$ cat config.mk
export PLATFORM = sky130hd
export DESIGN_NAME = sr_pulse_ctrl
export DESIGN_NICKNAME = d
export VERILOG_FILES = /design/src/rtl/sr_ctrl_pkg.sv /design/src/rtl/btn_debounce.sv /design/src/rtl/sr_pulse_ctrl.sv
export SDC_FILE = /design/constraint.sdc
export NUM_CORES = 1
export LEC_CHECK = 0
export ABC_CLOCK_PERIOD_IN_PS = 3450
export BUFFER_PORTS_ARGS = -buffer_cell sky130_fd_sc_hd__buf_4
export CORE_MARGIN = 4
export CORE_UTILIZATION = 60
export CTS_CLUSTER_SIZE = 24
export DETAILED_ROUTE_END_ITERATION = 7
export GPL_TIMING_DRIVEN = 0
export PLACE_DENSITY = 0.9
export SLEW_MARGIN = 20
export SYNTH_ARGS = -nofsm -noshare
export SYNTH_HDL_FRONTEND = slang
export SYNTH_HIERARCHICAL = 1
export SYNTH_SLANG_ARGS = --single-unit
$ cat constraint.sdc
create_clock -name i_clk -period 3.45 [get_ports i_clk]
set_input_delay 0.1725 -clock i_clk [delete_from_list [all_inputs] [get_ports i_clk]]
set_output_delay 0.1725 -clock i_clk [all_outputs]
set_load 0.02 [all_outputs]
$ cat src/rtl/sr_ctrl_pkg.sv
// sr_ctrl_pkg: shared FSM encoding and default timing for sr_pulse_ctrl
package sr_ctrl_pkg;
  typedef enum logic [1:0] {IDLE, PULSE_S, PULSE_R, GAP} state_t;
  localparam int DEF_DEBOUNCE_CYCLES = 4;
  localparam int DEF_PULSE_CYCLES = 2;
endpackage

$ cat src/rtl/btn_debounce.sv
// btn_debounce: 2-flop synchroniser, debounce counter and registered rising-edge strobe
module btn_debounce
  import sr_ctrl_pkg::*;
#(
  parameter int DEBOUNCE_CYCLES = DEF_DEBOUNCE_CYCLES,
  parameter int CNT_W = $clog2(DEBOUNCE_CYCLES) + 1
) (
  input  logic i_clk,
  input  logic i_rst,
  input  logic i_btn,
  output logic o_level,
  output logic o_rise
);
  logic [1:0]       r_sync;
  logic [CNT_W-1:0] r_cnt;
  logic             r_level;
  logic             r_level_d;
  logic             r_rise;

  always_ff @(posedge i_clk or posedge i_rst)
    if (i_rst) begin
      r_sync    <= '0;
      r_cnt     <= '0;
      r_level   <= 1'b0;
      r_level_d <= 1'b0;
      r_rise    <= 1'b0;
    end else begin
      r_sync    <= {r_sync[0], i_btn};
      r_level_d <= r_level;
      r_rise    <= r_level & ~r_level_d;
      if (r_sync[1] == r_level) r_cnt <= '0;
      else if (r_cnt == CNT_W'(DEBOUNCE_CYCLES - 1)) begin
        r_level <= r_sync[1];
        r_cnt   <= '0;
      end else r_cnt <= r_cnt + 1'b1;
    end

  assign o_level = r_level;
  assign o_rise  = r_rise;
endmodule

$ cat src/rtl/sr_pulse_ctrl.sv
// sr_pulse_ctrl: turns two raw buttons into mutually exclusive set/reset pulses for sr_latch
module sr_pulse_ctrl
  import sr_ctrl_pkg::*;
#(
  parameter int DEBOUNCE_CYCLES = DEF_DEBOUNCE_CYCLES,
  parameter int PULSE_CYCLES = DEF_PULSE_CYCLES
) (
  input  logic i_clk,
  input  logic i_rst,
  input  logic i_set_btn,
  input  logic i_reset_btn,
  output logic o_s,
  output logic o_r,
  output logic o_busy,
  output logic o_conflict
);
  localparam int CNT_W = $clog2(DEBOUNCE_CYCLES > PULSE_CYCLES ? DEBOUNCE_CYCLES : PULSE_CYCLES) + 1;

  state_t           r_state, w_nxt;
  logic [CNT_W-1:0] r_pcnt;
  logic             r_pend_s, r_pend_r, r_s, r_r, r_busy, r_conflict;
  logic [1:0]       w_rise, w_unused_lvl;
  logic             w_idle, w_req_s, w_req_r, w_conflict, w_last, w_pend_s, w_pend_r;

  btn_debounce #(.DEBOUNCE_CYCLES(DEBOUNCE_CYCLES), .CNT_W(CNT_W)) u_set (
    .i_clk(i_clk), .i_rst(i_rst), .i_btn(i_set_btn), .o_level(w_unused_lvl[0]), .o_rise(w_rise[0])
  );
  btn_debounce #(.DEBOUNCE_CYCLES(DEBOUNCE_CYCLES), .CNT_W(CNT_W)) u_reset (
    .i_clk(i_clk), .i_rst(i_rst), .i_btn(i_reset_btn), .o_level(w_unused_lvl[1]), .o_rise(w_rise[1])
  );

  // Reset wins in IDLE; a set that arrives alongside a new reset is dropped, an older pending set survives
  always_comb begin
    w_idle     = r_state == IDLE;
    w_req_r    = w_rise[1] | r_pend_r;
    w_req_s    = w_rise[0] | r_pend_s;
    w_conflict = w_idle & w_rise[1] & w_rise[0];
    w_last     = r_pcnt == CNT_W'(PULSE_CYCLES - 1);
    w_nxt      = w_idle ? (w_req_r ? PULSE_R : w_req_s ? PULSE_S : IDLE)
               : r_state == GAP ? IDLE : w_last ? GAP : r_state;
    w_pend_r   = ~w_idle & (r_pend_r | w_rise[1]);
    w_pend_s   = w_idle ? w_req_r & (r_pend_s | (w_rise[0] & ~w_rise[1])) : r_pend_s | w_rise[0];
  end

  always_ff @(posedge i_clk or posedge i_rst)
    if (i_rst) begin
      r_state    <= IDLE;
      r_pcnt     <= '0;
      r_pend_s   <= 1'b0;
      r_pend_r   <= 1'b0;
      r_s        <= 1'b0;
      r_r        <= 1'b0;
      r_busy     <= 1'b0;
      r_conflict <= 1'b0;
    end else begin
      r_state    <= w_nxt;
      r_pcnt     <= (w_nxt == r_state && !w_idle) ? r_pcnt + 1'b1 : '0;
      r_pend_s   <= w_pend_s;
      r_pend_r   <= w_pend_r;
      r_s        <= w_nxt == PULSE_S;
      r_r        <= w_nxt == PULSE_R;
      r_busy     <= w_nxt != IDLE;
      r_conflict <= w_conflict;
    end

  assign o_s        = r_s;
  assign o_r        = r_r;
  assign o_busy     = r_busy;
  assign o_conflict = r_conflict;
endmodule

==> run summary <==
The run finished with clean final reports. The total of buffers placed on input and output ports came out at 7. TritonCTS built the clock tree. The vertical extent of the die came out at 49.95 um. The arrival time of the worst setup path came out at 1.49 ns. The clock period minus final worst setup slack came out at 1.258 ns. The count of buffers added by post-CTS timing repair for setup is 0. The placed instance count came out at 99. The number of antenna repair diodes came out at 0. The average wire per standard cell is 13.57 um. For the pin with the worst max-slew slack, the measured transition is 0.4140 ns.

The CTS clock-pin slew for the worst setup and hold paths is 0.13 ns. The number of CTS-inserted buffers came out at 3. The instance area at placement came out at 0.001129 mm^2.

Measured in cells, the most critical reg-to-reg path has a length of 3. The period utilization is 36.48%. After detailed routing, the number of remaining DRC violations is 0. The library cell used most frequently in the layout, excluding fill and tap cells, is dfrtp_1. The deepest clock path buffer count is 2. The count of unique library cells instantiated by Yosys came out at 25. The initial core utilization came out at 66.98%. The total number of vias is 582. The initial antenna violation count is 0. For this run, the detailed router's first-pass iteration total came to 1. The start of the worst register-to-register path is r_pcnt[0]. After the last flow step, the layout net total stands at 99.

The library cells used most frequently in the layout, excluding fill and tap cells, are dfrtp_1 (27), buf_4 (7), inv_1 (5), nor3_1 (5). For the final database, setup skew stands at 0.005459 ns. Clock tree synthesis selected as its root buffer the cell clkbuf_4. In the final layout, the share of cells above drive strength 1 is 21.11%. The number of top-level pins is 8. The worst setup path is of the flip-flop to flip-flop kind. The number of DRC violations after detailed-routing iteration 0 came out at 0. The worst register-to-register path ends at r_pcnt[2]. The die extent in x came out at 49.95 um.

The half-perimeter wire length after placement is 1123 um. The number of warnings printed during yosys synthesis came out at 6. The wire length of the first global-routing pass came out at 2663 um. The area of the mapped netlist came out at 0.001056 mm^2. The area added between synthesis and finish is 12.32%. The setup-violating endpoint count in the final report is 0.

The average size of a mapped cell came out at 13.89 um^2. In this run the worst hold path is classified as input pin to asynchronous set/reset pin. The number of cells in the finished layout apart from fillers is 106. The worst-skew pair later-pin latency came out at 0.31 ns. The number of nets in the synthesized netlist is 84. The worst setup path is launched from a flip-flop. The fraction of the core area covered by cells at the end of the flow is 75.24%. The required time at the endpoint of the critical path came out at 3.68 ns. The routed via count divided by cell count came out at 5.491.

Setup repair after global routing left no endpoint under its margin. The peak ir drop on the vdd network is 0.4862 mV. STA classifies the critical path endpoint as a flip-flop. Static timing analysis puts the maximum clock frequency at 0.7946 GHz. The register cell area after layout came out at 675.6 um^2. The flop-to-flop setup slack came out at 2.19 ns. The share of synthesized area occupied by flip-flops and latches is 63.98%. Across every metal layer, demand over resource in global routing totals 14.32%. The clock sink count is 27.

The row count came out at 14. The worst pin sits at a relative slew slack of 72.37%. The tightest hold path in the finished design has a slack of 0.3614 ns. The core area came out at 0.001577 mm^2. The pin count of the biggest net entering global routing is 16.

The synthesized instance count is 76. The area enclosed by the die boundary came out at 0.002495 mm^2. The register bit total from synthesis came out at 27. The via count of the first global-routing pass is 611. Summed over all failing endpoints, the final setup total negative slack is 0 ns. The power density normalized to cell area is 802.7 mW/mm^2. The hold violation count in the final report came out at 0. The total routed wirelength came out at 1438 um.

The final design instance area without fill is 0.001186 mm^2. In this run the static leakage power is 0.0005540 uW. The highest fanout seen on the critical path came out at 4. The overflow left after global routing is 0. The number of maximum-capacitance violations came out at 0. The fill cell instance count of the final layout came out at 98. The antenna violation net count after detailed routing is 0. The total count of max-transition violations in the final report is 0.

The final weighted congestion of routability-driven global placement came out at 0.7831. In the final layout, the multi-input gates occupy 350.3 um^2. The H-tree depth reported by CTS came out at 1.
## per-stage QoR
stage          worst slack [ns]  power, uW
2_1_floorplan             2.326      748.2
3_3_place_gp              2.277      812.9
3_5_place_dp              2.227      837.6
4_1_cts                   2.202      964.7
5_1_grt                   2.129       1042
6_report                  2.192      952.2
## worst max-delay path by stage
stage,depth (start not counted),start,slack [ns],end
after global routing,4,r_pcnt[1],2.13,o_r
after detailed placement,3,r_pcnt[0],2.23,r_pcnt[2]
after global placement,4,r_pcnt[1],2.28,o_r
after CTS,3,r_pcnt[0],2.20,r_pcnt[2]
final,3,r_pcnt[0],2.19,r_pcnt[2]
after floorplan,3,r_pcnt[0],2.33,r_pcnt[2]
## area by class of cell
type	instances	share of cell area, %
buffer	1	0.9494
clock buffer	3	1.899
clock inverter	1	0.4219
inverter	5	1.582
multi-input combinational	43	29.54
sequential	27	56.96
tap	16	1.688
timing repair buffer	10	6.962
## cells by family after synthesis
family / share of synthesized area, %
simple gates: 17.42
xor+xnor: 2.489
buf+inv: 2.844
mux: 3.080
compound gates: 5.452
flops: 63.98
fa+ha+maj: 4.740
## cell usage after synthesis
master / instances / area, um^2
dfrtp_1: 27 / 675.7
inv_1: 5 / 18.77
nor3_1: 5 / 25.02
ha_1: 4 / 50.05
nor2_1: 4 / 15.01
nor2b_1: 3 / 18.77
xnor2_1: 3 / 26.28
a21oi_1: 2 / 10.01
mux2_2: 2 / 22.52
nand2b_1: 2 / 12.51
nor2b_4: 2 / 27.53
nor3b_1: 2 / 15.01
nor3b_2: 2 / 25.02
or2_1: 2 / 12.51
a211oi_1: 1 / 7.510
a31oi_1: 1 / 6.260
and2_1: 1 / 6.260
and3_1: 1 / 6.260
buf_6: 1 / 11.26
mux2i_1: 1 / 10.01
nand4bb_1: 1 / 11.26
o311ai_1: 1 / 8.760
o32ai_1: 1 / 8.760
o32ai_2: 1 / 16.27
or3b_1: 1 / 8.760
## layer usage
layer	part of all wire, %	global-route usage (%)
met2	48	22.03
met4	1.6	5.530
met3	4.0	3.614
met5	0	0
met1	46	19.41
## registers in the layout, indices dropped and copies added (netlist names)
| signal | count |
|---|---|
| u_reset/r_sync | 2 |
| u_reset/o_level | 1 |
| u_set/r_level_d | 1 |
| o_busy | 1 |
| u_set/o_rise | 1 |
| u_set/o_level | 1 |
| u_reset/r_level_d | 1 |
| r_pend_r | 1 |
| u_reset/o_rise | 1 |
| o_s | 1 |
| r_state | 2 |
| o_conflict | 1 |
| u_set/r_sync | 2 |
| u_reset/r_cnt | 3 |
| r_pcnt | 3 |
| u_set/r_cnt | 3 |
| r_pend_s | 1 |
| o_r | 1 |
## timing repair
item / 4_1_cts / 5_1_grt
endpoints found under the setup margin: 0 / 0
resized for setup: 0 / 0
hold buffers: 3 / 0
hold endpoints to repair: 29 / 0
## report_power, final
group,switching [uW],internal [uW],total (uW)
sequential,70.3,422,492
clock,80.9,43.2,124
combinational,167,169,336
total,318,634,952
## critical path, stage by stage (launching register included)
cell and delay [ns]:
dfrtp_1 0.42, ha_1 0.25, or3b_1 0.36, a21oi_1 0.16
No activity file was read; power rests on OpenSTA's default activity.
